File: src/rtl/dcache_resp_bridge.sv
// dcache_resp_bridge: executes one memory1 load/store on a single-outstanding bus and returns load data to memory2.
// Optional DCACHE_BRIDGE_STAT_EN adds load/store completion counters.
module dcache_resp_bridge #(
   parameter int ADDR_W = 32,
   parameter int DATA_W = 32,
   parameter int STRB_W = DATA_W / 8
) (
   input  logic              clk,
   input  logic              rst_n,
   input  logic              req_valid,
   input  logic              req_is_store,
   input  logic [ADDR_W-1:0] req_pa,
   input  logic [DATA_W-1:0] req_wdata,
   input  logic [STRB_W-1:0] req_wstrb,
   output logic              dcache_ready,
   output logic [DATA_W-1:0] rd_dcache_data,
   output logic              dcache_data_valid,
   input  logic              data_ack,
   input  logic              flush,
   output logic              bus_req,
   output logic              bus_we,
   output logic [ADDR_W-1:0] bus_addr,
   output logic [DATA_W-1:0] bus_wdata,
   output logic [STRB_W-1:0] bus_wstrb,
   input  logic              bus_gnt,
   input  logic              bus_rvalid,
   input  logic [DATA_W-1:0] bus_rdata
`ifdef DCACHE_BRIDGE_STAT_EN
  ,output logic [31:0]       stat_ld_cnt,
   output logic [31:0]       stat_st_cnt
`endif
);
   typedef enum logic [1:0] {IDLE, REQ, RWAIT, RESP} state_t;
   state_t state;
   logic   kill;
   assign dcache_ready = (state == IDLE);
   always_ff @(posedge clk or negedge rst_n) begin
      if (!rst_n) begin
         state             <= IDLE;
         kill              <= 1'b0;
         dcache_data_valid <= 1'b0;
         rd_dcache_data    <= '0;
         bus_req           <= 1'b0;
         bus_we            <= 1'b0;
         bus_addr          <= '0;
         bus_wdata         <= '0;
         bus_wstrb         <= '0;
      end else begin
         case (state)
            IDLE: if (req_valid && !flush) begin
               state     <= REQ;
               bus_req   <= 1'b1;
               bus_we    <= req_is_store;
               bus_addr  <= req_pa;
               bus_wdata <= req_wdata;
               bus_wstrb <= req_wstrb;
            end
            // The request stays up across a flush; only the kill flag records it.
            REQ: begin
               if (flush) kill <= 1'b1;
               if (bus_gnt) begin
                  bus_req <= 1'b0;
                  state   <= bus_we ? IDLE : RWAIT;
                  if (bus_we) kill <= 1'b0;
               end
            end
            RWAIT: begin
               if (flush) kill <= 1'b1;
               if (bus_rvalid) begin
                  kill <= 1'b0;
                  if (kill || flush) state <= IDLE;
                  else begin
                     rd_dcache_data    <= bus_rdata;
                     dcache_data_valid <= 1'b1;
                     state             <= RESP;
                  end
               end
            end
            RESP: if (data_ack || flush) begin
               dcache_data_valid <= 1'b0;
               state             <= IDLE;
            end
            default: state <= IDLE;
         endcase
      end
   end
`ifdef DCACHE_BRIDGE_STAT_EN
   logic ld_done, st_done;
   assign ld_done = (state == RWAIT) && bus_rvalid && !kill && !flush;
   assign st_done = (state == REQ) && bus_gnt && bus_we;
   always_ff @(posedge clk or negedge rst_n) begin
      if (!rst_n) begin
         stat_ld_cnt <= '0;
         stat_st_cnt <= '0;
      end else begin
         if (ld_done) stat_ld_cnt <= stat_ld_cnt + 32'd1;
         if (st_done) stat_st_cnt <= stat_st_cnt + 32'd1;
      end
   end
`endif
endmodule
File: config.mk
export PLATFORM = sky130hd
export DESIGN_NAME = dcache_resp_bridge
export DESIGN_NICKNAME = d
export VERILOG_FILES = /design/src/rtl/dcache_resp_bridge.sv
export SDC_FILE = /design/constraint.sdc
export NUM_CORES = 1
export LEC_CHECK = 0
export CAP_MARGIN = 20
export CORE_ASPECT_RATIO = 1.5
export CORE_MARGIN = 2
export CORE_UTILIZATION = 30
export DETAILED_ROUTE_END_ITERATION = 8
export HOLD_SLACK_MARGIN = 0.02
export SYNTH_ARGS = -nofsm -noshare
export SYNTH_HDL_FRONTEND = slang
export SYNTH_SLANG_ARGS = --single-unit
File: constraint.sdc
create_clock -name clk -period 1.6 [get_ports clk]
set_clock_uncertainty 0.05 [all_clocks]
set_input_delay 0.16 -clock clk [delete_from_list [all_inputs] [get_ports clk]]
set_output_delay 0.16 -clock clk [all_outputs]
set_load 0.005 [all_outputs]
======== Word-level counts from Yosys, hierarchy flattened ========
Cells that the tools add are included.
word-level totals
  register bits ........................... 106
  bits in latches ......................... 0
  bits in writable memories ............... 0
  ROM bits ................................ 0
  input bits .............................. 108
  output and inout port bits .............. 104
  logic and storage cells ................. 50
  memories kept ........................... 0
operators by class
  add/sub/neg operators ................... 0
  $mul .................................... 0
  div/mod/pow operators ................... 0
  $lt $le $gt $ge ......................... 0
  equality and inequality tests ........... 8
  shifts and indexed selects .............. 0
  multiplexer cells ....................... 19
  bitwise logic cells ..................... 1
  reductions and logical operators ........ 13
operators by type and width
  kind                                           count
  2-to-1 mux 2 bit                               6
  2-to-1 mux 1 bit                               9
  != test 2 bit, second input constant           4
  one-hot mux 2 bit (4 select lines)             1
  AND reduction 4 bit                            2
  one-hot mux 1 bit (2 select lines)             3
  AND reduction 3 bit                            2
  nonzero test 2 bit                             3
  == test 2 bit, second input constant           2
  == test 2 x 1 -> 1 bit, second input constant  1
  logical NOT 2 bit                              1
  logical OR 1 bit                               2
  != test 2 x 1 -> 1 bit, second input constant  1
  AND reduction 2 bit                            1
  logical AND 1 bit                              1
  logical NOT 1 bit                              1
  inverter 1 bit                                 1

======== Depth between registers and ports, before layout ========
Gate-level depths: netlist of the first run.
  depth after elaboration ................. 4
  mapped depth ............................ 8
  depth with buffers taken out ............ 6

======== Worst setup path before layout of the first run ========
Ideal clock, no wire load.
  path type ............................... reg-to-reg
  start ................................... register state[0]
  end ..................................... register bus_addr[0]
  setup time .............................. 125 ps
  arrival time ............................ 1571 ps
  data required time ...................... 1425 ps
  setup slack ............................. -146 ps
  cell stages (with the launch flop) ...... 8
  buffers on the path ..................... 2
  clock period less this slack ............ 1746 ps
  cell sequence ........................... dfrtp_1 -> inv_1 -> ha_1 -> inv_1 -> or2_1 -> buf_4 -> buf_6 -> mux2_4
on the way
  word-level cells in the longest chain between the ends .. 2
ends and longest elaborated chain
  what                           line  source
  start: declaration             34    state_t state;
  start signal: assignment       63    state <= bus_we ? IDLE : RWAIT;
  logical NOT 2 bit              --
  via dcache_ready               15    output logic dcache_ready,
  AND reduction 2 bit (no line)  --
  end signal: assignment         54    bus_addr <= req_pa;
  end: declaration               22    output logic [ADDR_W-1:0] bus_addr,
The timed path passes the listed nets, and every way through them passes these cells.
A chain may end at the register's enable or synchronous reset.

======== Final worst setup path of the first run ========
  start ................................... register state[0]
  end ..................................... register rd_dcache_data[24]
on the way
  word-level cells in the longest chain between the ends .. 2
ends and longest elaborated chain
  what                           line  source
  == test 2 bit                  49    case (state)
  AND reduction 3 bit (no line)  --
  end signal: assignment         73    rd_dcache_data <= bus_rdata;
  end: declaration               16    output logic [DATA_W-1:0] rd_dcache_data,
Every way passes these cells.

==> impl_results.html, run 1 <==
<table>
<tr><th>Metric</th><th>Value</th></tr>
<tr><th colspan="2">Timing</th></tr>
<tr><td>Hold violation total from the final report</td><td>0</td></tr>
<tr><td>Max Freq</td><td>601.3 MHz</td></tr>
<tr><td>Pins over their slew limit</td><td>0</td></tr>
<tr><td>Slew HR</td><td>72.79%</td></tr>
<tr><td>Minimum setup slack in the final design</td><td>-63.16 ps</td></tr>
<tr><td>Tightest Pin Transition</td><td>408.1 ps</td></tr>
<tr><td>Setup repair after global routing missed its margin</td><td>true</td></tr>
<tr><td>Ratio of final minimum period to clock period</td><td>103.9%</td></tr>
<tr><td>Fin crit period</td><td>1663 ps</td></tr>
<tr><td>Setup-violating endpoint count in the final report</td><td>101</td></tr>
<tr><td>Hold_ws</td><td>235.5 ps</td></tr>
<tr><th colspan="2">Drt</th></tr>
<tr><td>Initial DRT Pass Iterations</td><td>4</td></tr>
<tr><td>Violation count after the first detailed-routing iteration</td><td>81</td></tr>
<tr><td>Remaining DRCs</td><td>0</td></tr>
<tr><td>Final routed wire length divided by cell count</td><td>16.47 um</td></tr>
<tr><td>Detailed-route via count</td><td>2,960</td></tr>
<tr><td>Residual antenna-violating net count after detailed routing</td><td>0</td></tr>
<tr><td>Post-detailed-routing wire length</td><td>11.33 mm</td></tr>
<tr><td>Vias per Instance</td><td>4.302</td></tr>
<tr><th colspan="2">Yosys</th></tr>
<tr><td>Number of warning messages in the yosys log</td><td>0</td></tr>
<tr><td>Cell taking the most area after synthesis</td><td>dfrtp_1</td></tr>
<tr><td>Post-synth design cell area</td><td>0.004387 mm2</td></tr>
<tr><td>Count of flip-flops with a built-in enable after synthesis</td><td>0</td></tr>
<tr><td>Synthesized area per cell</td><td>17.34 um2</td></tr>
<tr><td>Register area share after synthesis</td><td>60.47%</td></tr>
<tr><td>Top-area cell type share of the netlist area</td><td>60.47%</td></tr>
<tr><td>Post-synthesis async set-or-reset flop share</td><td>100.0%</td></tr>
<tr><td>Net count of the mapped netlist</td><td>366</td></tr>
<tr><td>List of most frequent post-synthesis cells</td><td>dfrtp_1 (106), mux2_4 (69), mux2_2 (32)</td></tr>
<tr><td>Synth cell types</td><td>23</td></tr>
<tr><td>Main synth FF type</td><td>dfrtp_1</td></tr>
<tr><td>Main area contributors after synthesis</td><td>dfrtp_1 (60%), mux2_4 (24%), mux2_2 (8.2%), buf_6 (1.8%), ha_1 (1.4%)</td></tr>
<tr><td>Flop and latch count out of synthesis</td><td>106</td></tr>
<tr><td>Most instantiated library cell after synthesis</td><td>dfrtp_1</td></tr>
<tr><td>Number of instances in the synthesized netlist</td><td>253</td></tr>
<tr><th colspan="2">Run status</th></tr>
<tr><td>Run status</td><td>complete, but fails checks</td></tr>
<tr><td>Violations in the final reports</td><td>setup timing</td></tr>
<tr><th colspan="2">Place</th></tr>
<tr><td>Placement Setup Slack</td><td>-163.7 ps</td></tr>
<tr><td>Sum of net half-perimeters after detailed placement</td><td>8.048 mm</td></tr>
<tr><td>IO Port Bufs</td><td>211</td></tr>
<tr><td>Gpl congestion</td><td>0.7770</td></tr>
<tr><th colspan="2">Clock network</th></tr>
<tr><td>Number of levels in the clock H-tree</td><td>3</td></tr>
<tr><td>Buffer type at the clock tree root</td><td>clkbuf_16</td></tr>
<tr><td>Clk sink count</td><td>106</td></tr>
<tr><td>Clock latency of the later-clocked register in the worst-skew pair</td><td>340 ps</td></tr>
<tr><td>Buffer levels on the longest clock path</td><td>2</td></tr>
<tr><td>Total clock buffers created by CTS</td><td>9</td></tr>
<tr><td>Clock tree from TritonCTS</td><td>yes</td></tr>
<tr><td>Clock input transition at the sequential cells of the worst setup and hold paths</td><td>70 ps</td></tr>
<tr><th colspan="2">Global route</th></tr>
<tr><td>Pin count of the biggest net entering global routing</td><td>39</td></tr>
<tr><td>Number of global-route vias before repair</td><td>3,242</td></tr>
<tr><td>Global-route wire length before repair</td><td>17.43 mm</td></tr>
<tr><td>Antenna violations before repair</td><td>0</td></tr>
<tr><td>Total global routing track utilization</td><td>14.42%</td></tr>
<tr><td>Remaining global-route overflow</td><td>0</td></tr>
<tr><th colspan="2">Final layout</th></tr>
<tr><td>Final net count</td><td>600</td></tr>
<tr><td>Proportion of layout cells with a drive suffix above 1</td><td>31.30%</td></tr>
<tr><td>Synthesis-to-layout area growth</td><td>69.42%</td></tr>
<tr><td>Total inserted antenna cells</td><td>0</td></tr>
<tr><td>Footprint of the multi-input gates</td><td>0.001789 mm2</td></tr>
<tr><td>Flip-flop and latch area</td><td>0.002654 mm2</td></tr>
<tr><td>Final-layout fill cell count</td><td>1,266</td></tr>
<tr><th colspan="2">Pwr</th></tr>
<tr><td>IR drop worst, VDD</td><td>0.7377 mV</td></tr>
<tr><td>Pleak</td><td>0.003395 uW</td></tr>
<tr><td>Post-route total power</td><td>12,800 uW</td></tr>
<tr><td>Power Dens Cells</td><td>1723 mW/mm2</td></tr>
<tr><th colspan="2">Critical path</th></tr>
<tr><td>Critical register-to-register path startpoint</td><td>state[0]</td></tr>
<tr><td>Worst setup slack for register-to-register paths</td><td>-60 ps</td></tr>
<tr><td>Series of cell instances along the critical path</td><td>inv_2 -&gt; ha_4 -&gt; nand2_4 -&gt; nor3_4 -&gt; buf_6 -&gt; clkbuf_16 -&gt; mux2_2</td></tr>
<tr><td>Data arrival at the endpoint of the critical path</td><td>1840 ps</td></tr>
<tr><td>Buf+Inv Stages, Crit Path</td><td>3</td></tr>
<tr><td>Largest driver fanout on the critical path</td><td>8</td></tr>
<tr><td>Required time at the endpoint of the critical path</td><td>1770 ps</td></tr>
<tr><td>Cell type group with the largest total delay on the critical path</td><td>buffers and inverters</td></tr>
<tr><td>CP max stage delay</td><td>390 ps</td></tr>
<tr><td>Worst reg2reg path depth</td><td>7</td></tr>
<tr><td>Slowest library cell on the worst path</td><td>dfrtp_1</td></tr>
<tr><td>Kind of end point of the critical path</td><td>flop</td></tr>
<tr><td>Kind of start point of the critical path</td><td>flop</td></tr>
<tr><td>Destination of the worst register-to-register timing path</td><td>rd_dcache_data[24]</td></tr>
<tr><td>Worst Setup Path Type</td><td>flop to flop</td></tr>
<tr><th colspan="2">Worst hold path</th></tr>
<tr><td>Path category of the worst min-delay check</td><td>primary input to async pin</td></tr>
<tr><th colspan="2">Die</th></tr>
<tr><td>Core area</td><td>0.01439 mm2</td></tr>
<tr><td>Die width</td><td>102.7 um</td></tr>
<tr><td>Starting Density</td><td>30.48%</td></tr>
<tr><td>I/O pin count</td><td>212</td></tr>
<tr><td>Floorplan die area</td><td>0.01563 mm2</td></tr>
<tr><td>Standard-cell row count</td><td>54</td></tr>
<tr><td>Vertical extent of the die</td><td>152.1 um</td></tr>
<tr><th colspan="2">Job</th></tr>
<tr><td>MaxCap Viol Count</td><td>0</td></tr>
</table>
sequential cells by signal, summed over array words and instances, names as in the netlist:
name and flops:
kill 1, rd_dcache_data 32, bus_req 1, bus_wstrb 4
bus_wdata 32, dcache_data_valid 1, state 2, bus_addr 32
bus_we 1
layer usage:
metal	track usage (%)	vias to the layer above	part of all wire, %
met4	6.328	0	2.0
met3	2.990	15	6.9
li1	-	1360	-
met2	24.90	133	52
met5	0	-	0
met1	16.93	1452	39
cells in the final DEF, fill, tap and decap left out, drive strengths merged:
master / count
clkdlybuf4s50: 209
nor3b: 1
nand4b: 1
or2: 1
a31oi: 2
mux2: 102
a21oi: 5
nor3: 1
nand2b: 2
a41oi: 1
o21ai: 2
clkdlybuf4s15: 1
dlygate4sd3: 1
o21bai: 1
ha: 5
clkinv: 3
nand2: 3
clkbuf: 10
nor2b: 2
dfrtp: 106
inv: 8
buf: 22
nor2: 1
nand3b: 1
bufinv: 1
worst register-to-register path, cell delays in order (launching register included):
cell,delay [ps]
dfrtp_1,390
inv_2,110
ha_4,160
nand2_4,60
nor3_4,150
buf_6,150
clkbuf_16,160
mux2_2,330
power breakdown:
group	leakage (uW)	switching (uW)	total, uW	internal [uW]
sequential	0.00130	744	4680	3940
clock	0.000154	1030	2280	1250
combinational	0.00194	1570	5840	4280
metrics by stage:
step                std cells  cell area (um2)  utilization [%]  setup TNS (ps)
finish                    688             7432            51.64           -4008
global route              688             7432            51.64           -8874
CTS                       687             7351            51.08           -4400
detailed placement        662             6822            47.40          -14270
global placement          662             6822            47.40          -13700
floorplan                 253             4443                -           -3624
worst max-delay path by stage:
stage | from | end | slack (ps) | cells after the start
floorplan | state[0] | rd_dcache_data[0] | -40 | 6
global placement | flush | bus_wdata[19] | -150 | 5
detailed placement | flush | bus_wdata[18] | -160 | 5
CTS | state[0] | bus_wdata[9] | -60 | 6
global route | state[0] | bus_wdata[2] | -110 | 6
finish | state[0] | rd_dcache_data[24] | -60 | 7
cells by family after synthesis:
kind of cell / count (synthesis) / synth area share (%)
mux: 102 / 32.09
buf+inv: 16 / 2.738
compound gates: 11 / 1.455
simple gates: 13 / 1.826
fa+ha+maj: 5 / 1.426
flops: 106 / 60.47
final cells by class:
type,count,share of cell area (%)
Tap cell,196,3.300
Timing Repair Buffer,234,32.51
Clock inverter,7,1.128
Clock buffer,9,3.030
Multi-Input combinational cell,131,24.07
Inverter,5,0.2525
Sequential cell,106,35.71
timing repair:
action,in CTS,in global routing
gates resized for setup,31,16
endpoints found under the hold margin,26,0
endpoints found under the setup margin,104,105
hold buffers,1,0
pin swaps,1,0
buffers inserted,6,0
cloned,2,1
No activity file was read; power rests on OpenSTA's default activity.
==> run 2, diff against run 1 <==
--- a/config.mk
+++ b/config.mk
@@ -5,6 +5,7 @@
 export SDC_FILE = /design/constraint.sdc
 export NUM_CORES = 1
 export LEC_CHECK = 0
+export ABC_AREA = 1
 export CAP_MARGIN = 20
 export CORE_ASPECT_RATIO = 1.5
 export CORE_MARGIN = 2
==> run 2 against run 1 <==
Against the previous run: largest power group unchanged; sequential share of layout area rose by 0.45 points; synthesized cell count up 92%; critical path depth fell by 1; first-iteration DRC count increased by 96%; the flow now finishes without violations; clock power about the same; highest routed layer unchanged; largest cell class unchanged; flip-flop and latch count is the same.
==> impl_results.html, run 2 <==
<table>
<tr><th>Metric</th><th>Value</th></tr>
<tr><th colspan="2">Global route</th></tr>
<tr><td>Pin count of the biggest net entering global routing</td><td>65 (was 39)</td></tr>
<tr><td>Total global routing track utilization</td><td>14.32% (was 14.42%)</td></tr>
<tr><td>Remaining global-route overflow</td><td>0 (unchanged)</td></tr>
<tr><td>Antenna violations before repair</td><td>0 (unchanged)</td></tr>
<tr><td>Global-route wire length before repair</td><td>18.89 mm (was 17.43 mm)</td></tr>
<tr><td>Number of global-route vias before repair</td><td>3,833 (was 3,242)</td></tr>
<tr><th colspan="2">Yosys</th></tr>
<tr><td>Number of warning messages in the yosys log</td><td>0 (unchanged)</td></tr>
<tr><td>Synth cell types</td><td>19 (was 23)</td></tr>
<tr><td>Post-synth design cell area</td><td>0.004689 mm2 (was 0.004387 mm2)</td></tr>
<tr><td>Post-synthesis async set-or-reset flop share</td><td>100.0% (unchanged)</td></tr>
<tr><td>Count of flip-flops with a built-in enable after synthesis</td><td>0 (unchanged)</td></tr>
<tr><td>Number of instances in the synthesized netlist</td><td>487 (was 253)</td></tr>
<tr><td>Most instantiated library cell after synthesis</td><td>nand2_1 (was dfrtp_1)</td></tr>
<tr><td>Register area share after synthesis</td><td>56.56% (was 60.47%)</td></tr>
<tr><td>Main area contributors after synthesis</td><td>dfrtp_1 (57%), o21ai_2 (13%), nand2_1 (9.8%), inv_1 (8.9%), buf_6 (4.3%) (was dfrtp_1 (60%), mux2_4 (24%), mux2_2 (8.2%), buf_6 (1.8%), ha_1 (1.4%))</td></tr>
<tr><td>Net count of the mapped netlist</td><td>600 (was 366)</td></tr>
<tr><td>Synthesized area per cell</td><td>9.629 um2 (was 17.34 um2)</td></tr>
<tr><td>List of most frequent post-synthesis cells</td><td>nand2_1 (123), inv_1 (111), dfrtp_1 (106) (was dfrtp_1 (106), mux2_4 (69), mux2_2 (32))</td></tr>
<tr><td>Flop and latch count out of synthesis</td><td>106 (unchanged)</td></tr>
<tr><td>Main synth FF type</td><td>dfrtp_1 (unchanged)</td></tr>
<tr><td>Top-area cell type share of the netlist area</td><td>56.56% (was 60.47%)</td></tr>
<tr><td>Cell taking the most area after synthesis</td><td>dfrtp_1 (unchanged)</td></tr>
<tr><th colspan="2">Timing</th></tr>
<tr><td>Slew HR</td><td>79.83% (was 72.79%)</td></tr>
<tr><td>Pins over their slew limit</td><td>0 (unchanged)</td></tr>
<tr><td>Setup-violating endpoint count in the final report</td><td>0 (was 101)</td></tr>
<tr><td>Fin crit period</td><td>1496 ps (was 1663 ps)</td></tr>
<tr><td>Total negative slack</td><td>0 ps (was -4008 ps)</td></tr>
<tr><td>Tightest Pin Transition</td><td>302.6 ps (was 408.1 ps)</td></tr>
<tr><td>Hold violation total from the final report</td><td>0 (unchanged)</td></tr>
<tr><td>Ratio of final minimum period to clock period</td><td>93.47% (was 103.9%)</td></tr>
<tr><td>Max Freq</td><td>668.6 MHz (was 601.3 MHz)</td></tr>
<tr><td>Setup repair after global routing missed its margin</td><td>false (was true)</td></tr>
<tr><th colspan="2">Critical path</th></tr>
<tr><td>Worst setup endpoint</td><td>rd_dcache_data[12] (was rd_dcache_data[24])</td></tr>
<tr><td>Kind of start point of the critical path</td><td>flop (unchanged)</td></tr>
<tr><td>Critical register-to-register path startpoint</td><td>state[1] (was state[0])</td></tr>
<tr><td>Largest driver fanout on the critical path</td><td>64 (was 8)</td></tr>
<tr><td>Kind of end point of the critical path</td><td>flop (unchanged)</td></tr>
<tr><td>Worst reg2reg path depth</td><td>6 (was 7)</td></tr>
<tr><td>Data arrival at the endpoint of the critical path</td><td>1720 ps (was 1840 ps)</td></tr>
<tr><td>Origin of the worst setup path</td><td>state[1] (was state[0])</td></tr>
<tr><td>Worst setup slack for register-to-register paths</td><td>100 ps (was -60 ps)</td></tr>
<tr><td>Destination of the worst register-to-register timing path</td><td>rd_dcache_data[12] (was rd_dcache_data[24])</td></tr>
<tr><td>Required time at the endpoint of the critical path</td><td>1830 ps (was 1770 ps)</td></tr>
<tr><td>Worst Setup Path Type</td><td>flop to flop (unchanged)</td></tr>
<tr><th colspan="2">Pwr</th></tr>
<tr><td>Proportion of power drawn by combinational gates</td><td>43.9% (was 45.6%)</td></tr>
<tr><td>Cell internal power dissipation</td><td>8458 uW (was 9460 uW)</td></tr>
<tr><td>Sequential fraction of design power</td><td>37.4% (was 36.6%)</td></tr>
<tr><td>Pleak</td><td>0.003571 uW (was 0.003395 uW)</td></tr>
<tr><td>Switching power of the nets</td><td>3872 uW (was 3344 uW)</td></tr>
<tr><td>Switching fraction of total power</td><td>31.40% (was 26.12%)</td></tr>
<tr><td>Relative contribution of the clock network to total power</td><td>18.7% (was 17.8%)</td></tr>
<tr><td>Power Dens Cells</td><td>1680 mW/mm2 (was 1723 mW/mm2)</td></tr>
<tr><td>IR drop worst, VDD</td><td>0.7400 mV (was 0.7377 mV)</td></tr>
<tr><th colspan="2">Clock network</th></tr>
<tr><td>Number of levels in the clock H-tree</td><td>3 (unchanged)</td></tr>
<tr><td>Clk sink count</td><td>106 (unchanged)</td></tr>
<tr><td>Buffer type at the clock tree root</td><td>clkbuf_16 (unchanged)</td></tr>
<tr><td>Total clock buffers created by CTS</td><td>9 (unchanged)</td></tr>
<tr><td>Clock latency of the later-clocked register in the worst-skew pair</td><td>350 ps (was 340 ps)</td></tr>
<tr><td>Clock tree from TritonCTS</td><td>yes (unchanged)</td></tr>
<tr><td>Buffer levels on the longest clock path</td><td>2 (unchanged)</td></tr>
<tr><td>Clock input transition at the sequential cells of the worst setup and hold paths</td><td>80 ps (was 70 ps)</td></tr>
<tr><th colspan="2">Die</th></tr>
<tr><td>Starting Density</td><td>30.28% (was 30.48%)</td></tr>
<tr><td>Vertical extent of the die</td><td>157.1 um (was 152.1 um)</td></tr>
<tr><td>I/O pin count</td><td>212 (unchanged)</td></tr>
<tr><td>Standard-cell row count</td><td>56 (was 54)</td></tr>
<tr><td>Core area</td><td>0.01548 mm2 (was 0.01439 mm2)</td></tr>
<tr><td>Floorplan die area</td><td>0.01667 mm2 (was 0.01563 mm2)</td></tr>
<tr><td>Die width</td><td>106.1 um (was 102.7 um)</td></tr>
<tr><th colspan="2">Final layout</th></tr>
<tr><td>Final Instance Area</td><td>0.007337 mm2 (was 0.007432 mm2)</td></tr>
<tr><td>Synthesis-to-layout area growth</td><td>56.46% (was 69.42%)</td></tr>
<tr><td>Final net count</td><td>817 (was 600)</td></tr>
<tr><td>Most frequent cells in the layout</td><td>clkdlybuf4s50_1 (209), nand2_1 (123), inv_1 (109) (was clkdlybuf4s50_1 (209), dfrtp_1 (105), mux2_4 (99))</td></tr>
<tr><td>Total inserted antenna cells</td><td>0 (unchanged)</td></tr>
<tr><td>Most frequent standard cell in the layout excluding fill and tap cells</td><td>clkdlybuf4s50_1 (unchanged)</td></tr>
<tr><td>Largest registers</td><td>bus_addr x32, bus_wdata x32, rd_dcache_data x32 (unchanged)</td></tr>
<tr><td>Proportion of layout cells with a drive suffix above 1</td><td>15.23% (was 31.30%)</td></tr>
<tr><th colspan="2">Drt</th></tr>
<tr><td>Final routed wire length divided by cell count</td><td>12.95 um (was 16.47 um)</td></tr>
<tr><td>Post-detailed-routing wire length</td><td>11.81 mm (was 11.33 mm)</td></tr>
<tr><td>Violation count after the first detailed-routing iteration</td><td>159 (was 81)</td></tr>
<tr><td>Residual antenna-violating net count after detailed routing</td><td>0 (unchanged)</td></tr>
<tr><td>Detailed-route via count</td><td>3,749 (was 2,960)</td></tr>
<tr><td>Initial DRT Pass Iterations</td><td>4 (unchanged)</td></tr>
<tr><td>Vias per Instance</td><td>4.111 (was 4.302)</td></tr>
<tr><td>Remaining DRCs</td><td>0 (unchanged)</td></tr>
<tr><th colspan="2">Job</th></tr>
<tr><td>MaxCap Viol Count</td><td>0 (unchanged)</td></tr>
<tr><th colspan="2">Run status</th></tr>
<tr><td>Run status</td><td>complete, no violations (was complete, but fails checks)</td></tr>
<tr><th colspan="2">Place</th></tr>
<tr><td>Sum of net half-perimeters after detailed placement</td><td>9.157 mm (was 8.048 mm)</td></tr>
<tr><td>IO Port Bufs</td><td>211 (unchanged)</td></tr>
<tr><td>Gpl congestion</td><td>0.7914 (was 0.7770)</td></tr>
<tr><td>Placed cell areas</td><td>0.007005 mm2 (was 0.006822 mm2)</td></tr>
<tr><th colspan="2">Worst hold path</th></tr>
<tr><td>Path category of the worst min-delay check</td><td>primary input to async pin (unchanged)</td></tr>
</table>
-- run 2: changes by cell type in the layout (fill, tap and decap cells not counted), moves of 3 or more --
| cell | previous run | this run |
|---|---|---|
| nor2_1 | 1 | 6 |
| o21ai_2 | 0 | 69 |
| buf_6 | 3 | 0 |
| nand2_1 | 2 | 123 |
| o21ai_0 | 2 | 21 |
| mux2_2 | 3 | 0 |
| ha_1 | 1 | 4 |
| o21ai_1 | 0 | 13 |
| mux2_4 | 99 | 0 |
| inv_1 | 2 | 109 |
-- run 2: layout make-up --
| class | count | area, um2 |
|---|---|---|
| fill | 1461 | 8148 |
| sequential | 106 | 2653 |
| timing repair buffer | 227 | 2281 |
| multi-input combinational | 248 | 1419 |
| inverter | 112 | 420.4 |
| tap | 203 | 254.0 |
| clock buffer | 10 | 239.0 |
| clock inverter | 6 | 71.32 |
-- run 2: timing repair --
item                                    4_1_cts  5_1_grt
hold buffers                                  1        0
hold endpoints to repair                    106        0
endpoints found under the setup margin        1        0
setup buffers                                 0        0
resized for setup                             5        0
-- run 2: worst min path at each step --
stage,start,slack (ps),end
after floorplan,rst_n,-190,bus_addr[0]
after global placement,rst_n,-20,bus_addr[5]
after detailed placement,rst_n,-20,bus_addr[0]
after CTS,rst_n,160,bus_addr[0]
after global routing,rst_n,180,bus_addr[5]
final,rst_n,170,bus_addr[0]
-- run 2: power groups by stage --
stage	Sequential, uW	Clock [uW]	Combinational [uW]
after floorplan	4700	0	2110
after global placement	4630	0	5360
after detailed placement	4650	0	5470
after CTS	4630	2380	5520
after global routing	4780	2490	5970
final	4610	2300	5410
-- run 2: logic make-up after synthesis --
family | after synthesis | share of synthesized area, %
AO/OA/AOI/OAI | 109 | 17.24
flip-flops | 106 | 56.56
buffers and inverters | 133 | 13.61
AND/OR/NAND/NOR | 134 | 11.26
adder cells (fa/ha/maj) | 5 | 1.334
-- run 2: stage by stage --
step / util [%] / hold slack (ps) / instances / setup WS [ps] / power (uW)
5_1_grt: 47.38 / 179.1 / 912 / 1.471 / 13230
3_5_place_dp: 45.24 / -22.40 / 895 / 58.09 / 10120
2_1_floorplan: - / -185.6 / 487 / 135.8 / 6803
4_1_cts: 47.38 / 159.2 / 912 / 91.48 / 12530
3_3_place_gp: 45.24 / -20.16 / 895 / 115.2 / 9990
6_report: 47.38 / 168.2 / 912 / 104.4 / 12330
-- run 2: per-layer routing --
metal	vias up	track usage, %	routed length [um]
li1	1891	-	-
met1	1723	16.01	4455
met2	120	26.11	6433
met3	15	3.644	654
met4	0	5.263	269
met5	-	0	0
-- run 2: critical path: stages, from the launching register on --
cell,delay [ps]
dfrtp_1,390
buf_4,150
ha_1,250
nand3_4,120
buf_12,280
nand2_1,110
o21ai_2,70
